<file path="config.mk">
export PLATFORM = sky130hd
export DESIGN_NAME = approx_sweep_ctrl
export DESIGN_NICKNAME = d
export VERILOG_FILES = /design/src/rtl/approx_sweep_ctrl.sv
export SDC_FILE = /design/constraint.sdc
export NUM_CORES = 1
export LEC_CHECK = 0
export CAP_MARGIN = 20
export CORE_MARGIN = 1.5
export CORE_UTILIZATION = 35
export CTS_CLUSTER_SIZE = 25
export DETAILED_ROUTE_END_ITERATION = 10
export GPL_ROUTABILITY_DRIVEN = 0
export GPL_TIMING_DRIVEN = 1
export PLACE_DENSITY = 0.69
export RECOVER_POWER = 50
export REMOVE_ABC_BUFFERS = 1
export SYNTH_ARGS = -nofsm -noshare
export SYNTH_HDL_FRONTEND = slang
export SYNTH_SLANG_ARGS = --single-unit
</file>
<file path="constraint.sdc">
create_clock -name clk -period 1.7 [get_ports clk]
set_input_delay 0.17 -clock clk [delete_from_list [all_inputs] [get_ports clk]]
set_output_delay 0.17 -clock clk [all_outputs]
set_load 0.05 [all_outputs]
</file>
<file path="src/rtl/approx_sweep_ctrl.sv">
// approx_sweep_ctrl: exhaustive-sweep controller for approximate-circuit evaluation.
// Walks every N_IN-bit input vector, holds each one for SETTLE cycles so both
// combinational circuits can settle, then samples their outputs. It tracks
// the worst-case absolute error and the number of vectors whose error exceeds ET.
//
// Optional build macro: APPROX_SWEEP_EARLY_ABORT_EN
//   defined   : the first violating vector ends the sweep. vec keeps that vector.
//   undefined : every sweep covers all 2^N_IN vectors.
module approx_sweep_ctrl #(
  parameter int N_IN   = 4,
  parameter int N_OUT  = 3,
  parameter int ET     = 3,
  parameter int SETTLE = 1
) (
  input  logic              clk,
  input  logic              rst,
  input  logic              start,
  output logic [N_IN-1:0]   vec,
  input  logic [N_OUT-1:0]  exact_in,
  input  logic [N_OUT-1:0]  approx_in,
  output logic              busy,
  output logic              done,
  output logic [N_OUT-1:0]  max_err,
  output logic [N_IN:0]     err_count,
  output logic              pass
);

  localparam logic [1:0] IDLE   = 2'd0;
  localparam logic [1:0] DRIVE  = 2'd1;
  localparam logic [1:0] SAMPLE = 2'd2;
  localparam logic [1:0] DONE   = 2'd3;

  // Settle counter only needs to reach SETTLE-1.
  localparam int SW = (SETTLE > 1) ? $clog2(SETTLE) : 1;
  localparam logic [SW-1:0] SETTLE_LAST = SW'(SETTLE - 1);

  // Threshold widened by one bit so any ET that fits N_OUT+1 bits compares cleanly.
  localparam logic [N_OUT:0] ET_V = ET[N_OUT:0];

  // err_count saturates at the total number of vectors, 2^N_IN.
  localparam logic [N_IN:0] CNT_MAX = {1'b1, {N_IN{1'b0}}};

`ifdef APPROX_SWEEP_EARLY_ABORT_EN
  localparam logic ABORT_ON_VIOL = 1'b1;
`else
  localparam logic ABORT_ON_VIOL = 1'b0;
`endif

  // Unsigned absolute difference. The result always fits in N_OUT bits
  // because the smaller operand is subtracted from the larger one.
  function automatic logic [N_OUT-1:0] abs_diff(input logic [N_OUT-1:0] a,
                                                input logic [N_OUT-1:0] b);
    if (a >= b) return a - b;
    else        return b - a;
  endfunction

  // Larger of two unsigned error values.
  function automatic logic [N_OUT-1:0] max_of(input logic [N_OUT-1:0] a,
                                              input logic [N_OUT-1:0] b);
    return (a > b) ? a : b;
  endfunction

  // Violation counter increment that saturates at CNT_MAX.
  function automatic logic [N_IN:0] sat_inc(input logic [N_IN:0] c);
    if (c >= CNT_MAX) return CNT_MAX;
    else              return c + 1'b1;
  endfunction

  logic [1:0]       state;
  logic [SW-1:0]    settle_cnt;
  logic [N_OUT-1:0] err;
  logic             viol;
  logic             vec_last;

  // Error of the currently driven vector; it is only used while in SAMPLE.
  always_comb begin
    err      = abs_diff(exact_in, approx_in);
    viol     = ({1'b0, err} > ET_V);
    vec_last = (vec == {N_IN{1'b1}});
  end

  // Sweep FSM together with the vector, settle counter and result registers.
  always_ff @(posedge clk or posedge rst) begin
    if (rst) begin
      state      <= IDLE;
      vec        <= '0;
      settle_cnt <= '0;
      max_err    <= '0;
      err_count  <= '0;
    end else begin
      case (state)
        IDLE: begin
          if (start) begin
            vec        <= '0;
            settle_cnt <= '0;
            max_err    <= '0;
            err_count  <= '0;
            state      <= DRIVE;
          end
        end
        DRIVE: begin
          if (settle_cnt == SETTLE_LAST) begin
            settle_cnt <= '0;
            state      <= SAMPLE;
          end else begin
            settle_cnt <= settle_cnt + 1'b1;
          end
        end
        SAMPLE: begin
          max_err <= max_of(max_err, err);
          if (viol) err_count <= sat_inc(err_count);
          // The terminal vector ends the sweep; vec never wraps back to zero.
          if (vec_last || (ABORT_ON_VIOL && viol)) begin
            state <= DONE;
          end else begin
            vec   <= vec + 1'b1;
            state <= DRIVE;
          end
        end
        DONE: begin
          state <= IDLE;
        end
        default: begin
          state <= IDLE;
        end
      endcase
    end
  end

  // Status decoded from the state register. pass follows max_err directly.
  always_comb begin
    busy = (state == DRIVE) || (state == SAMPLE);
    done = (state == DONE);
    pass = ({1'b0, max_err} <= ET_V);
  end

endmodule

</file>
# [Word-level counts from Yosys, hierarchy flattened]
# Cells that the tools add are included.
[word_totals] in_bits=9 latchBits=0 register_bits=15 mem_bits_rw=0 mem_count=0 rom_bits=0 word_cells=51 out_inout_bits=15
[op_classes] n_bitwise=0 shifts=0 div=0 muxes=18 n_eq_ne=9 n_lt_le_gt_ge=5 reduce_logical=9 mul=0 addsub=5
[op_table] op="5-bit two-way mux" count=3
[op_table] op="2-bit inequality test, second input constant" count=5
[op_table] op="5-bit one-hot mux with 2 select lines" count=1
[op_table] op="3-bit two-way mux" count=3
[op_table] op="3-bit AND reduction" count=3
[op_table] op="4-bit two-way mux" count=2
[op_table] op="2-bit one-hot mux with 4 select lines" count=1
[op_table] op="4-bit one-hot mux with 2 select lines" count=1
[op_table] op="2-bit two-way mux" count=3
[op_table] op="3-bit one-hot mux with 2 select lines" count=1
[op_table] op="3-bit subtractor" count=2
[op_table] op="5-bit by 1-bit adder with 5-bit output, second input constant" count=1
[op_table] op="5-bit greater-or-equal comparator, second input constant" count=1
[op_table] op="4-bit by 1-bit adder with 4-bit output, second input constant" count=1
[op_table] op="2-bit == test, second input constant" count=2
[op_table] op="4-bit == test, second input constant" count=1
[op_table] op="2-bit AND reduction" count=2
[op_table] op="2-bit nonzero test" count=2
[op_table] op="3-bit greater-or-equal comparator" count=1
[op_table] op="3-bit by 2-bit > comparator with 1-bit output, second input constant" count=1
[op_table] op="3-bit > comparator" count=1
[op_table] op="3-bit by 2-bit less-or-equal comparator with 1-bit output, second input constant" count=1
[op_table] op="2-bit by 1-bit == test with 1-bit output, second input constant" count=1
[op_table] op="2-bit logical NOT" count=1
[op_table] op="other kinds (4)" count=5

# [Logic depth before layout (Yosys ltp)]
# Gate-level depths: netlist of run 1.
[logic_depth] depth_word=5 depth_mapped=12

# [Worst setup path before layout of run 1]
# Ideal clock, no wire load.
[synth_path] kind="in2reg" start="input port approx_in[0]" end="register max_err[1]" t_required_ps=1575 slack_ps=-1072 stages=12 t_arrival_ps=2647 setup_ps=125 cell_sequence="inv_1 ha_1 inv_1 fa_1 or4b_1 a21oi_1 a311oi_4 ha_1 o21ai_1 nand2b_1 a31oi_1 mux2_2"
[synth_via] elab_chain_cells=5 elab_cells_between_ends=9 cone_classes="add/sub (2); order compare (2); eq/ne (1); mux (3); reduce/logical (1)"
[synth_rtl] element="start: declaration" line_no="20" rtl="input logic [N_OUT-1:0] approx_in,"
[synth_rtl] element="3-bit subtractor (tied with other cells)" line_no="54" rtl="else return b - a;"
[synth_rtl] element="3-bit two-way mux (*)" line_no="53" rtl="if (a >= b) return a - b;"
[synth_rtl] element="3-bit > comparator" line_no="60" rtl="return (a > b) ? a : b;"
[synth_rtl] element="2-bit inequality test (no line)"
[synth_rtl] element="3-bit AND reduction (no line)"
[synth_rtl] element="end signal: assignment" line_no="110" rtl="max_err <= max_of(max_err, err);"
[synth_rtl] element="end: declaration" line_no="23" rtl="output logic [N_OUT-1:0] max_err,"
# Every way passes the cells marked *; elsewhere a longest branch is shown, timed or not. The select of a mux whose other input is x is not followed.
# A chain may end at the register's enable or synchronous reset.

# [Worst setup path in the final report of run 1]
[layout_path] start="input port approx_in[0]" end="register max_err[2]"
# The elaborated chain is that of the path after synthesis.

==> metrics.cfg, run 1 <==
[logic_synthesis]
yosys_warnings = 0
netlist-cell-type-count = 29
synth_sequential_area_ratio_pct = 31.4
avgSynthCellArea_sq_um = 9.30
post_synth_inst_count = 120
synth.cell_area_sq_um = 1120
synthesized_flop_and_latch_total = 14

[global_route]
grt_max_degree = 15
via_count_of_the_first_global_routing_pass = 997
grt_use_total_pct = 16.0
grt_pass1_wl_mm = 4.31
antenna_violations_before_repair = 0
overflow = 0

[power_and_ir_drop]
power_mw = 2.55
pwr_density_cell_nw_per_um2 = 1530
leakage_nw = 0.819
worst_ir_drop_vdd_mv = 0.487

[layout]
final_common_cell = buf_4
antenna-diode-count = 0
fill_cells = 294
syn_to_final_growth_pct = 49.7
register_area_sq_um = 350
layout.cells.most_common_list = 25 x buf_4, 14 x inv_1, 14 x dfrtp_1
design.final.nets = 190
multi_input_area_sq_um = 830
final_core_utilization_pct = 54.7
layout-drive-gt1-share_pct = 38.3
fin_area_sq_um = 1670

[sta]
max_freq_ghz = 0.413
rsz0062_at_grt = yes
timing_hold_violations_final = 0
fin_crit_sh_pct = 142
final.hold.worst_slack_ns = 0.364
finalClockSkew_ns = 0.00555
finalSetupViolCount = 8
final_critical_path_setup_slack_ns = -0.722
finalCriticalPeriod_ns = 2.42
drv_slew = 0
tightestPinTransition_ns = 0.598
timing.max_slew.rel_slack_pct = 60.3

[critical_path]
critical_path_peak_fanout = 3
rrSetupSlack_ns = -0.09
setup.worst_path.start_class = input port
capturing_element_type_of_the_critical_path = flip-flop
worst_r2r_startpoint = state[0]
crit_path_start = approx_in[0]
worst_ep_required_time_ns = 1.87
timing_worst_setup_path_type = input port to flip-flop
cp.arrival_ns = 2.59

[placed_design]
placedInstanceArea_sq_um = 1470
io_buffers = 23
post-place-ws_ns = -1.62
detailedPlacementHpwl_mm = 1.88

[cts]
clk_path_buf_depth = 2
clock_sink_count = 14
clk_latency_ns = 0.28
cts_tree = built
cts_htree_levels = 1
path_clk_slew_ns = 0.08
cts-buffers-inserted = 3
hold_buffers = 0
clockRootBuffer = clkbuf_4

[floorplanning]
placeableCoreArea_sq_um = 3050
floorplan.rows = 20
dieArea_sq_um = 3540
io_pins = 24
die_height_um = 59.5
floorplan.initialDensity_pct = 36.6
die-width_um = 59.5

[routing]
avgViaCountPerCell = 4.95
route.detailed.drc = 0
initialDrtViolationCount = 38
drt_pre_antenna_iters = 4
postRouteWirelength_mm = 2.64
final_antenna_net_count = 0
num_vias = 1020
routedWlPerCell_um = 12.8

[run_status]
run_status = complete, but fails checks
failed_checks = setup timing

[min_path]
hp-class = input port to async pin

[flow_run]
max_capacitance_violation_count = 0

[cell usage after synthesis]
cell / n / area, sq um
fa_1: 2 / 40.0
o22a_1: 1 / 8.76
clkbuf_1: 3 / 11.3
nand3_1: 6 / 30.0
o21ai_0: 2 / 10.0
nor2_1: 5 / 18.8
nand2b_1: 3 / 18.8
inv_1: 18 / 67.6
a211o_1: 2 / 17.5
nand2_1: 5 / 18.8
dfrtp_1: 14 / 350
o21ai_1: 2 / 10.0
and3_1: 2 / 12.5
a311o_1: 1 / 10.0
a31oi_1: 2 / 12.5
a21o_1: 1 / 7.51
o21a_1: 1 / 7.51
nor4_1: 2 / 12.5
mux2_2: 3 / 33.8
ha_1: 15 / 188
mux2i_1: 6 / 60.1
a311oi_4: 1 / 26.3
o22ai_1: 1 / 6.26
nand2b_4: 1 / 13.8
nand4b_1: 2 / 17.5
or4b_1: 1 / 10.0
a21oi_1: 10 / 50.1
nor3_1: 3 / 15.0
nor2b_1: 5 / 31.3
[logic make-up after synthesis]
logic type      synth area share, %
buf+inv                        7.06
fa+ha+maj                      20.4
compound gates                 14.9
mux                            8.41
simple gates                   17.8
flops                          31.4
[registers in the layout, indices dropped and copies added, names as in the netlist]
register / flops
state: 2
vec: 4
err_count: 5
max_err: 3
[per-layer routing]
metal / wire length (um) / GRT usage [%] / vias up
met2: 1430 / 29.0 / 17
met3: 64 / 2.62 / 4
met5: 0 / 0 / -
met1: 1120 / 18.5 / 500
li1: - / - / 499
met4: 30 / 5.84 / 0
[area by class of cell]
type / instances / area share [%]
Clock buffer: 3 / 1.35
Inverter: 18 / 4.19
Multi-Input combinational cell: 85 / 49.7
Sequential cell: 14 / 21.0
Tap cell: 44 / 3.30
Timing Repair Buffer: 42 / 20.5
[worst paths after layout]
path / cells after the start / end
max: 13 / max_err[2]
min: 2 / state[0]
max reg2reg: 6 / err_count[0]
min reg2reg: 1 / state[1]
max in group asynchronous: 2 / err_count[0]
min in group clk: 1 / state[1]
[critical path, cell delays in order]
cell	delay, ns
buf_8	0.10
inv_4	0.04
ha_4	0.11
inv_2	0.03
fa_2	0.33
or4b_4	0.55
a21oi_4	0.15
a311oi_4	0.07
ha_1	0.31
o21ai_1	0.08
nand2b_1	0.10
a31oi_4	0.23
mux2_4	0.32
[power by group]
group	total [mW]	switching, mW	internal (mW)	leakage, nW
clock network	0.186	0.104	0.0820	0.0138
registers	0.563	0.124	0.440	0.187
logic	1.80	1.05	0.749	0.618
[metrics by stage]
stage,cells,setup TNS [ns]
finish,206,-3.43
detailed placement,197,-9.50
CTS,202,-3.05
floorplan,117,-4.35
global route,206,-3.86
global placement,197,-8.87
[what timing repair did]
action | 4_1_cts | 5_1_grt
setup buffers | 2 | 4
setup endpoints to repair | 8 | 12
gates resized for setup | 33 | 18
pin swaps | 9 | 12
(Power assumes the default switching activity.)
==> run 2, diff against run 1 <==
Settings changed: CORE_UTILIZATION 35 to 40, PLACE_DENSITY 0.69 to 0.76.
==> run 2 against run 1 <==
Compared with the run above:
- the flow still finishes with violations (setup timing)
- maximum frequency down 1.4%
- critical path type unchanged
- sequential share of layout area up 0.25 points
- final cell count is 3.9% lower
- via count increased by 4.3%
- critical path depth unchanged
- non-clock buffer count grew 6
- core utilization is 9.6 points higher
- flip-flop and latch count unchanged
- worst hold slack worse by 0.010 ns
- largest cell class unchanged
- global-route usage is 3.3 points higher
- first-iteration DRC count down 5.3%
- worst setup slack worse by 0.035 ns
==> metrics.cfg, run 2 (synthesis gave the netlist of run 1 again) <==
[run_status]
run_status = complete, but fails checks
failed_checks = setup timing

[floorplanning]
io_pins = 24  ; unchanged
floorplan.initialDensity_pct = 43.5  ; +6.9 points
floorplan.rows = 18  ; -10%
placeableCoreArea_sq_um = 2570  ; -16%
die-width_um = 55.8  ; -6.1%
dieArea_sq_um = 3120  ; -12%
die_height_um = 55.8  ; -6.1%

[global_route]
overflow = 0  ; unchanged
grt_pass1_wl_mm = 4.75  ; +10%
grt_use_total_pct = 19.3  ; +3.3 points
via_count_of_the_first_global_routing_pass = 1126  ; +13%
grt_max_degree = 15  ; unchanged
antenna_violations_before_repair = 0  ; unchanged

[routing]
num_vias = 1064  ; +4.3%
routedWlPerCell_um = 14.1  ; +10%
avgViaCountPerCell = 5.37  ; +8.5%
route.detailed.drc = 0  ; unchanged
final_antenna_net_count = 0  ; unchanged
postRouteWirelength_mm = 2.80  ; +6.1%
drt_pre_antenna_iters = 4  ; unchanged
initialDrtViolationCount = 36  ; -5.3%

[sta]
rsz0062_at_grt = yes
final.setup.tns_ns = -3.06  ; +0.373 ns
finalClockSkew_ns = 0.0125  ; +0.00695 ns
timing_hold_violations_final = 0  ; unchanged
drv_slew = 0  ; unchanged
tightestPinTransition_ns = 0.591  ; -0.00658 ns
timing.max_slew.rel_slack_pct = 60.8  ; +0.44 points
max_freq_ghz = 0.407  ; -1.4%
fin_crit_sh_pct = 144  ; +2.0 points
final_critical_path_setup_slack_ns = -0.756  ; -0.0348 ns
finalSetupViolCount = 9  ; +1
finalCriticalPeriod_ns = 2.46  ; +0.0348 ns

[layout]
antenna-diode-count = 0  ; unchanged
final_common_cell = buf_4
reg.largest.list = err_count x5, vec x4, max_err x3
max_ffs_per_register = 5  ; unchanged
layout-drive-gt1-share_pct = 38.1  ; -0.18 points
regMostFlops = err_count
design.final.nets = 196  ; +3.2%
layout.cells.most_common_list = 36 x buf_4, 14 x inv_1, 14 x dfrtp_1
syn_to_final_growth_pct = 47.9

[critical_path]
setup.worst_path.start_class = input port
crit_path_start = approx_in[0]
timing_worst_setup_path_type = input port to flip-flop
cp.arrival_ns = 2.62  ; +0.03 ns
r2r_cells = 6  ; unchanged
critical_path_peak_fanout = 3  ; unchanged
worst_r2r_startpoint = state[1]
worst_r2r_endpoint = err_count[0]
capturing_element_type_of_the_critical_path = flip-flop
crit_path_end = max_err[1]
worst_ep_required_time_ns = 1.87  ; about the same
rrSetupSlack_ns = -0.12  ; -0.03 ns

[cts]
clk_latency_ns = 0.29  ; about the same
cts_tree = built
clock_sink_count = 14  ; unchanged
clk_path_buf_depth = 2  ; unchanged
hold_buffers = 0  ; unchanged
path_clk_slew_ns = 0.09  ; about the same
cts_htree_levels = 1  ; unchanged
cts-buffers-inserted = 3  ; unchanged
clockRootBuffer = clkbuf_4

[flow_run]
max_capacitance_violation_count = 0  ; unchanged

[placed_design]
detailedPlacementHpwl_mm = 1.98  ; +5.2%
post-place-ws_ns = -1.62  ; +0.00247 ns
io_buffers = 23  ; unchanged

[power_and_ir_drop]
leakage_nw = 0.807  ; -1.4%
worst_ir_drop_vdd_mv = 1.74  ; +260%
pwr_density_cell_nw_per_um2 = 1570  ; +2.6%

[min_path]
hp-class = input port to async pin

[run 2: cell types whose count changed in the layout (fill, tap and decap cells not counted), moves of 2 or more]
cell	previous run	this run
buf_4	25	36
nand3_1	4	6
buf_6	3	0
nand3_2	2	0
[run 2: area by class of cell]
cell class                      instances  area (sq um)
Clock buffer                            3          22.5
Fill cell                             217           917
Inverter                               18          70.1
Multi-Input combinational cell         85           796
Sequential cell                        14           350
Tap cell                               30          37.5
Timing Repair Buffer                   48           374
[run 2: how the worst min path moves through the flow]
stage	startpoint	end	slack, ns
2_1_floorplan	rst	err_count[0]	0.06
3_3_place_gp	state[1]	state[1]	0.49
3_5_place_dp	state[1]	state[1]	0.50
4_1_cts	rst	err_count[1]	0.24
5_1_grt	rst	err_count[2]	0.42
6_report	rst	err_count[1]	0.35
[run 2: power by group]
part	total (mW)	leakage, nW	switching (mW)	internal [mW]
combinational	1.83	0.606	1.05	0.781
sequential	0.558	0.187	0.119	0.440
clock	0.192	0.0138	0.110	0.0823
[run 2: critical path: stages]
cell	delay (ns)
buf_8	0.10
inv_4	0.04
ha_4	0.11
inv_2	0.03
fa_2	0.34
or4b_4	0.56
a21oi_4	0.15
a311oi_4	0.05
ha_1	0.31
o21ai_1	0.10
nand2b_1	0.11
a31oi_4	0.22
mux2_4	0.32
[run 2: timing repair]
action / 4_1_cts / 5_1_grt
buffers inserted: 10 / 1
pin swaps: 9 / 7
resized for setup: 32 / 11
endpoints found under the setup margin: 8 / 9
[run 2: per-layer routing]
| metal | wire length, um | part of all wire, % | global-route usage [%] | vias up |
|---|---|---|---|---|
| met5 | 0 | 0 | 0 | - |
| met4 | 53 | 1.9 | 9.18 | 0 |
| met3 | 92 | 3.3 | 2.33 | 6 |
| met2 | 1500 | 54 | 36.2 | 24 |
| met1 | 1150 | 41 | 21.3 | 520 |
| li1 | - | - | - | 514 |
[run 2: metrics by stage]
step	cell area, sq um	hold slack [ns]	power [mW]	utilization [%]	instances
floorplan	1100	0.0592	1.58	-	117
global placement	1460	0.486	2.15	57.0	185
detailed placement	1460	0.498	2.20	57.0	185
CTS	1620	0.238	2.54	63.2	197
global route	1650	0.421	2.74	64.3	198
finish	1650	0.353	2.58	64.3	198
==> run 3, diff against run 2 <==
Settings changed: ABC_AREA set to 1, PLACE_DENSITY 0.76 to 0.75, SLEW_MARGIN set to 20.
==> run 3 against run 2 <==
Compared with the run above:
- the flow still finishes with violations (setup timing)
- worst setup slack improved by 0.62 ns
- register-to-register slack improved by 0.26 ns
- synthesized area increased by 5.6%
- die area increased by 5.3%
- non-clock buffer count decreased by 4
- global-route usage decreased by 1.6 points
- first-iteration DRC count decreased by 5.6%
- sequential power decreased by 12%
==> metrics.cfg, run 3 <==
[min_path]
hp-class = input port to flip-flop
hold_path.startpoint = approx_in[0]

[logic_synthesis]
avgSynthCellArea_sq_um = 8.02  ; -14%
post_synth_inst_count = 147  ; +23%
yosys_warnings = 0  ; unchanged
synthTopCellsByArea = dfrtp_1 30%, ha_1 16%, nand2_1 9.9%, inv_1 8.0%, nand3_1 6.4%
synth_area_leader_cell = dfrtp_1
synth_enable_flop_cells = 0  ; unchanged
synth.cell_area_sq_um = 1180  ; +5.6%
synth_top_flop_cell = dfrtp_1
dominant_cell_by_count_in_the_synthesized_netlist = nand2_1
postSynth.asyncResetShare_pct = 100  ; unchanged
netlist-cell-type-count = 29  ; unchanged
synth_sequential_area_ratio_pct = 29.7  ; -1.7 points
synthesized_flop_and_latch_total = 14  ; unchanged
yosys.area.top_type_share_pct = 29.7  ; -1.7 points
synth.cells.most_frequent = 31 x nand2_1, 25 x inv_1, 15 x ha_1, 15 x nand3_1, 14 x dfrtp_1

[floorplanning]
floorplan.initialDensity_pct = 42.4  ; -1.1 points
dieArea_sq_um = 3280  ; +5.3%
die_height_um = 57.3  ; +2.6%
io_pins = 24  ; unchanged
placeableCoreArea_sq_um = 2780  ; +8.3%
floorplan.rows = 19  ; +1
die-width_um = 57.3  ; +2.6%

[run_status]
run_status = complete, but fails checks
failed_checks = setup timing

[critical_path]
crit_path_end = max_err[1]
capturing_element_type_of_the_critical_path = flip-flop
critical_path_cell_count = 17  ; +4
worst_r2r_startpoint = state[1]
critical_path_peak_fanout = 3  ; unchanged
worst_ep_required_time_ns = 1.88  ; about the same
critPathMostFrequentCell = nand2_4
worst_r2r_endpoint = max_err[2]
cpMaxStageDelayCell = fa_2
cp.arrival_ns = 2.02  ; -0.60 ns
rrSetupSlack_ns = 0.14  ; +0.26 ns
setup.worst_path.start_class = input port
critical_path.n_buffers_inverters = 5  ; +2
worst_path_largest_cell_delay_ns = 0.36  ; -0.20 ns
r2r_cells = 8  ; +2
crit_path_start = exact_in[0]
timing_worst_setup_path_type = input port to flip-flop
path_cells = buf_8 -> inv_4 -> ha_4 -> inv_2 -> fa_2 -> xor2_2 -> nand2_4 -> nand2_4 -> inv_4 -> ha_4 -> nand3_2 -> nand2_1 -> inv_1 -> nand2_2 -> nand2_4 -> nand2_2 -> o21ai_2
timing.critical_path.max_delay_family = adder cells

[cts]
cts_htree_levels = 1  ; unchanged
path_clk_slew_ns = 0.08  ; about the same
clk_latency_ns = 0.29  ; about the same
cts_tree = built
clock_sink_count = 14  ; unchanged
clk_path_buf_depth = 2  ; unchanged
cts-buffers-inserted = 3  ; unchanged
clockRootBuffer = clkbuf_4

[layout]
design.final.nets = 220  ; +12%
max_ffs_per_register = 5  ; unchanged
regMostFlops = err_count
register_area_sq_um = 350  ; unchanged
fill_cells = 234  ; +7.8%
reg.largest.list = err_count x5, vec x4, max_err x3
final_core_utilization_pct = 62.7  ; -1.6 points
syn_to_final_growth_pct = 48.0  ; about the same
final_common_cell = buf_4
multi_input_area_sq_um = 886  ; +11%
layout.cells.most_common_list = 28 x buf_4, 24 x nand2_1, 16 x inv_1
antenna-diode-count = 0  ; unchanged
layout-drive-gt1-share_pct = 44.8  ; +6.7 points
fin_area_sq_um = 1740  ; +5.7%

[power_and_ir_drop]
pwr_density_cell_nw_per_um2 = 1380  ; -12%
worst_ir_drop_vdd_mv = 1.86  ; +7.0%
leakage_nw = 0.838  ; +3.8%

[sta]
final_critical_path_setup_slack_ns = -0.139  ; +0.618 ns
rsz0062_at_grt = yes
finalCriticalPeriod_ns = 1.84  ; -0.618 ns
timing.max_slew.rel_slack_pct = 60.4  ; -0.32 points
timing_hold_violations_final = 0  ; unchanged
finalSetupViolCount = 3  ; -6
finalClockSkew_ns = 0.00737  ; -0.00513 ns
fin_crit_sh_pct = 108  ; -36 points
tightestPinTransition_ns = 0.596  ; +0.00482 ns
max_freq_ghz = 0.544  ; +34%
drv_slew = 0  ; unchanged

[routing]
postRouteWirelength_mm = 2.90  ; +3.7%
num_vias = 1139  ; +7.0%
drt_pre_antenna_iters = 7  ; +3
route.detailed.drc = 0  ; unchanged
routedWlPerCell_um = 13.0  ; -7.9%
initialDrtViolationCount = 34  ; -5.6%
avgViaCountPerCell = 5.11  ; -5.0%
final_antenna_net_count = 0  ; unchanged

[placed_design]
detailedPlacementHpwl_mm = 1.92  ; -3.1%
placedInstanceArea_sq_um = 1490  ; +2.1%
io_buffers = 23  ; unchanged

[global_route]
groute.layer.met3.usage_pct = 2.27  ; -0.058 points
grt_pass1_wl_mm = 4.60  ; -3.3%
antenna_violations_before_repair = 0  ; unchanged
met1_usage_pct = 19.3  ; -1.9 points
grt_util_met2_pct = 35.0  ; -1.2 points
grt_max_degree = 15  ; unchanged
highest_utilization_routing_layer_at_the_global_route_stage = met2
overflow = 0  ; unchanged
grt_use_total_pct = 17.7  ; -1.6 points
via_count_of_the_first_global_routing_pass = 1108  ; -1.6%

[flow_run]
max_capacitance_violation_count = 0  ; unchanged

[run 3: cell types whose count changed after synthesis, sizes merged, moves of 5 or more]
cell and delta:
a21oi -7, inv +8, mux2i -6, nand2 +32, nand3 +10, nor2b -5, o21ai +7
[run 3: kinds of logic after synthesis]
kind of cell | Yosys count | share of synthesized area [%]
fa+ha+maj | 17 | 19.3
simple gates | 69 | 30.5
buf+inv | 28 | 9.87
compound gates | 16 | 8.39
flops | 14 | 29.7
xor+xnor | 3 | 2.23
[run 3: routing by layer]
layer | share of wire [%] | vias to the layer above
li1 | - | 561
met1 | 38 | 540
met2 | 56 | 32
met3 | 3.9 | 6
met4 | 2.0 | 0
met5 | 0 | -
[run 3: per-stage QoR]
stage	instances	hold slack, ns	setup slack (ns)	TNS, ns	total power [mW]
5_1_grt	223	0.287	-0.243	-0.666	2.56
3_5_place_dp	211	0.518	-0.956	-4.48	1.89
3_3_place_gp	211	0.509	-0.877	-4.03	1.83
4_1_cts	220	0.246	-0.131	-0.334	2.21
6_report	223	0.278	-0.139	-0.398	2.41
2_1_floorplan	145	0.0592	-0.344	-1.03	1.43
[run 3: how the worst min path moves through the flow]
stage,to,slack [ns],cells past startpoint
after floorplan,err_count[0],0.06,1
after global placement,max_err[0],0.51,2
after detailed placement,max_err[0],0.52,2
after CTS,vec[2],0.25,2
after global routing,max_err[0],0.29,4
final,max_err[0],0.28,4
[run 3: layout make-up]
cell class / instances / area share [%]
Tap cell: 31 / 2.22
Inverter: 26 / 6.03
Clock buffer: 3 / 1.29
Timing Repair Buffer: 44 / 19.6
Sequential cell: 14 / 20.1
Multi-Input combinational cell: 105 / 50.8
[run 3: repair_timing]
| action | 4_1_cts | 5_1_grt |
|---|---|---|
| endpoints found under the setup margin | 8 | 9 |
| hold endpoints to repair | 0 | 0 |
| resized for setup | 53 | 19 |
| pin swaps | 23 | 14 |
| buffers inserted | 6 | 3 |
| hold buffers | 0 | 0 |
[run 3: worst reg2reg max path, stage by stage (launching register included)]
cell and delay, ns:
dfrtp_1 0.42, inv_1 0.08, ha_1 0.23, inv_1 0.12, nor2_4 0.06, nor2_8 0.18
buf_4 0.18, nand3_4 0.10, o21ai_2 0.13
[run 3: where the power goes]
group,internal (mW),leakage [nW],switching (mW)
clock,0.0823,0.0138,0.115
combinational,0.674,0.635,1.05
sequential,0.404,0.189,0.0861
==> RTL change: new RTL, config.mk and constraints of run 1 <==
Add a define of `APPROX_SWEEP_EARLY_ABORT_EN`.
--- a/src/rtl/approx_sweep_ctrl.sv
+++ b/src/rtl/approx_sweep_ctrl.sv
@@ -8,2 +8,4 @@
 //   undefined : every sweep covers all 2^N_IN vectors.
+`define APPROX_SWEEP_EARLY_ABORT_EN
+
 module approx_sweep_ctrl #(
Check against the original RTL: not equivalent (Yosys sat finds a counterexample within 4 cycles, from zero or initial values and one cycle with rst high).
==> RTL change against run 1 <==
Total power fell by 5.3%. Setup slack gained 0.54 ns. Non-clock buffer count shrank 4. Highest routed layer is now met3. Sequential cell count unchanged. Critical endpoint is now max_err[0]. The flow still finishes with violations (negative setup slack). Count of clock-buffer cells in the layout unchanged. Cell area shrank 1.6%. Synthesized area increased by 1.7%. Synthesized cell count grew 10%. Routed wire length rose by 1.6%.
==> RTL change: results (changes against run 1) <==
antenna_found_initial: 0  # unchanged
regToRegSetupSlack_ns: 0  # was -0.09 ns
crit_arrival_ns: 2.07  # was 2.59 ns
outcome: "complete, but fails checks"  # unchanged
tns_ns: -0.962  # was -3.43 ns
r2r-start: "state[0]"  # unchanged
ys_warn_count: 0  # unchanged
grt_usage_pct: 17.0  # was 16.0%
hold_class: "in2async"  # unchanged
postPlaceCellArea_sq_um: 1470  # about the same
setup_slack_ns: -0.180  # was -0.722 ns
critical-path-max-stage-delay_ns: 0.34  # was 0.55 ns
insertion_delay_ns: 0.27
postSynth.asyncResetShare_pct: 100  # unchanged
drt-wirelength-per-cell_microns: 12.5  # was 12.8 microns
hpwl_microns: 1940  # was 1880 microns
critPathSlowestCell: "fa_2"  # was or4b_4
ys_seq_area_share_pct: 30.9  # was 31.4%
ir_worst_vdd_v: 0.00178  # was 0.000487 V
clock_path_buffers: 2  # unchanged
dp_slack_ns: -0.912  # was -1.62 ns
reg2reg_to: "max_err[1]"  # was err_count[0]
violations: "negative setup slack"  # unchanged
nNetsFinal: 196  # was 190
p_leak_nw: 0.741  # was 0.819 nW
holdWs_ns: 0.380  # was 0.364 ns
clk_pin_slew_worst_paths_ns: 0.08  # about the same
reg_top3: "err_count (5), vec (4), max_err (3)"  # unchanged
r2r_cells: 7  # was 6
n_antenna_cell: 0  # unchanged
dr.pass1.iters: 4  # unchanged
synth_adder_area_share_pct: 17.9  # was 20.4%
ys.flop_type: "dfrtp_1"  # unchanged
synthMuxAreaShare_pct: 2.76  # was 8.41%
synthXorXnorAreaFrac_pct: 0  # unchanged
htree_levels: 1  # unchanged
grt_pass1_vias: 1056  # was 997
grt_pass1_wl_microns: 4700  # was 4310 microns
cap_violations: 0  # unchanged
synthTopCellsByArea: "dfrtp_1 (31%), ha_1 (14%), inv_1 (6.3%)"  # was dfrtp_1 (31%), ha_1 (17%), inv_1 (6.1%)
final-setup-viol-count: 12  # was 8
synth_cell_type_count: 38  # was 29
synth-compound-area-share_pct: 17.3  # was 14.9%
io_buffers: 23  # unchanged
worstPathMaxFanout: 5  # was 3
first_iter_violations: 32  # was 38
cts-root-buf: "clkbuf_4"  # unchanged
num_vias: 1086  # was 1020
grt_max_degree: 15  # unchanged
finClkSkew_ns: 0.000498  # was 0.00555 ns
drive_gt1_share_pct: 37.1  # was 38.3%
synth.top_cell.area_share_pct: 30.9  # was 31.4%
synthTopCellsByCount: "inv_1 (19), dfrtp_1 (14), ha_1 (13), a21oi_1 (9)"  # was inv_1 (18), ha_1 (15), dfrtp_1 (14), a21oi_1 (10)
numCtsBuffers: 3  # unchanged
crit_family: "simple AND/OR/NAND/NOR gates"  # was adder cells
tightestPinTransition_ns: 0.590  # was 0.598 ns
RTL change: changes by cell type after synthesis, sizes merged, moves of 3 or more:
cell	before	now
o21ai	4	11
nand2b	4	0
nand3b	0	3
nor4b	0	3
mux2i	6	2
nor2	5	10
RTL change: report_power, final:
group / internal [mW] / total, mW / switching, mW
registers: 0.434 / 0.566 / 0.133
clock network: 0.0820 / 0.185 / 0.103
logic: 0.642 / 1.66 / 1.02
total: 1.16 / 2.41 / 1.26
RTL change: per-layer routing:
metal  vias up  share of wire, %  track usage, %  wire (microns)
met3         0               3.8            3.90             101
met1       526                41            21.2            1090
li1        536                 -               -               -
met5         -                 0               0               0
met2        24                55            30.4            1480
met4         0                 0            1.90               0
RTL change: layout make-up:
type                            count  area [sq um]
Fill cell                         286          1440
Clock buffer                        3          22.5
Inverter                           19          73.8
Sequential cell                    14           350
Tap cell                           44          55.1
Timing Repair Buffer               38           323
Multi-Input combinational cell     96           818
RTL change: metrics by stage:
stage | cells | utilization (%)
after global routing | 214 | 53.4
after CTS | 213 | 52.2
after detailed placement | 208 | 47.8
final | 214 | 53.4
after global placement | 208 | 47.8
after floorplan | 129 | -
RTL change: worst max-delay path by stage:
stage | from | end | slack, ns | cells after the start
final | approx_in[0] | max_err[0] | -0.18 | 13
after global routing | approx_in[0] | max_err[0] | -0.28 | 14
after CTS | approx_in[0] | vec[3] | -0.22 | 12
after detailed placement | exact_in[0] | vec[3] | -0.91 | 11
after global placement | exact_in[0] | max_err[0] | -0.81 | 12
after floorplan | approx_in[0] | vec[3] | -0.62 | 10
RTL change: timing repair:
action                     4_1_cts  5_1_grt
buffers inserted                 3        1
resized for setup               46       11
pin swaps                       19       15
setup endpoints to repair       13       13
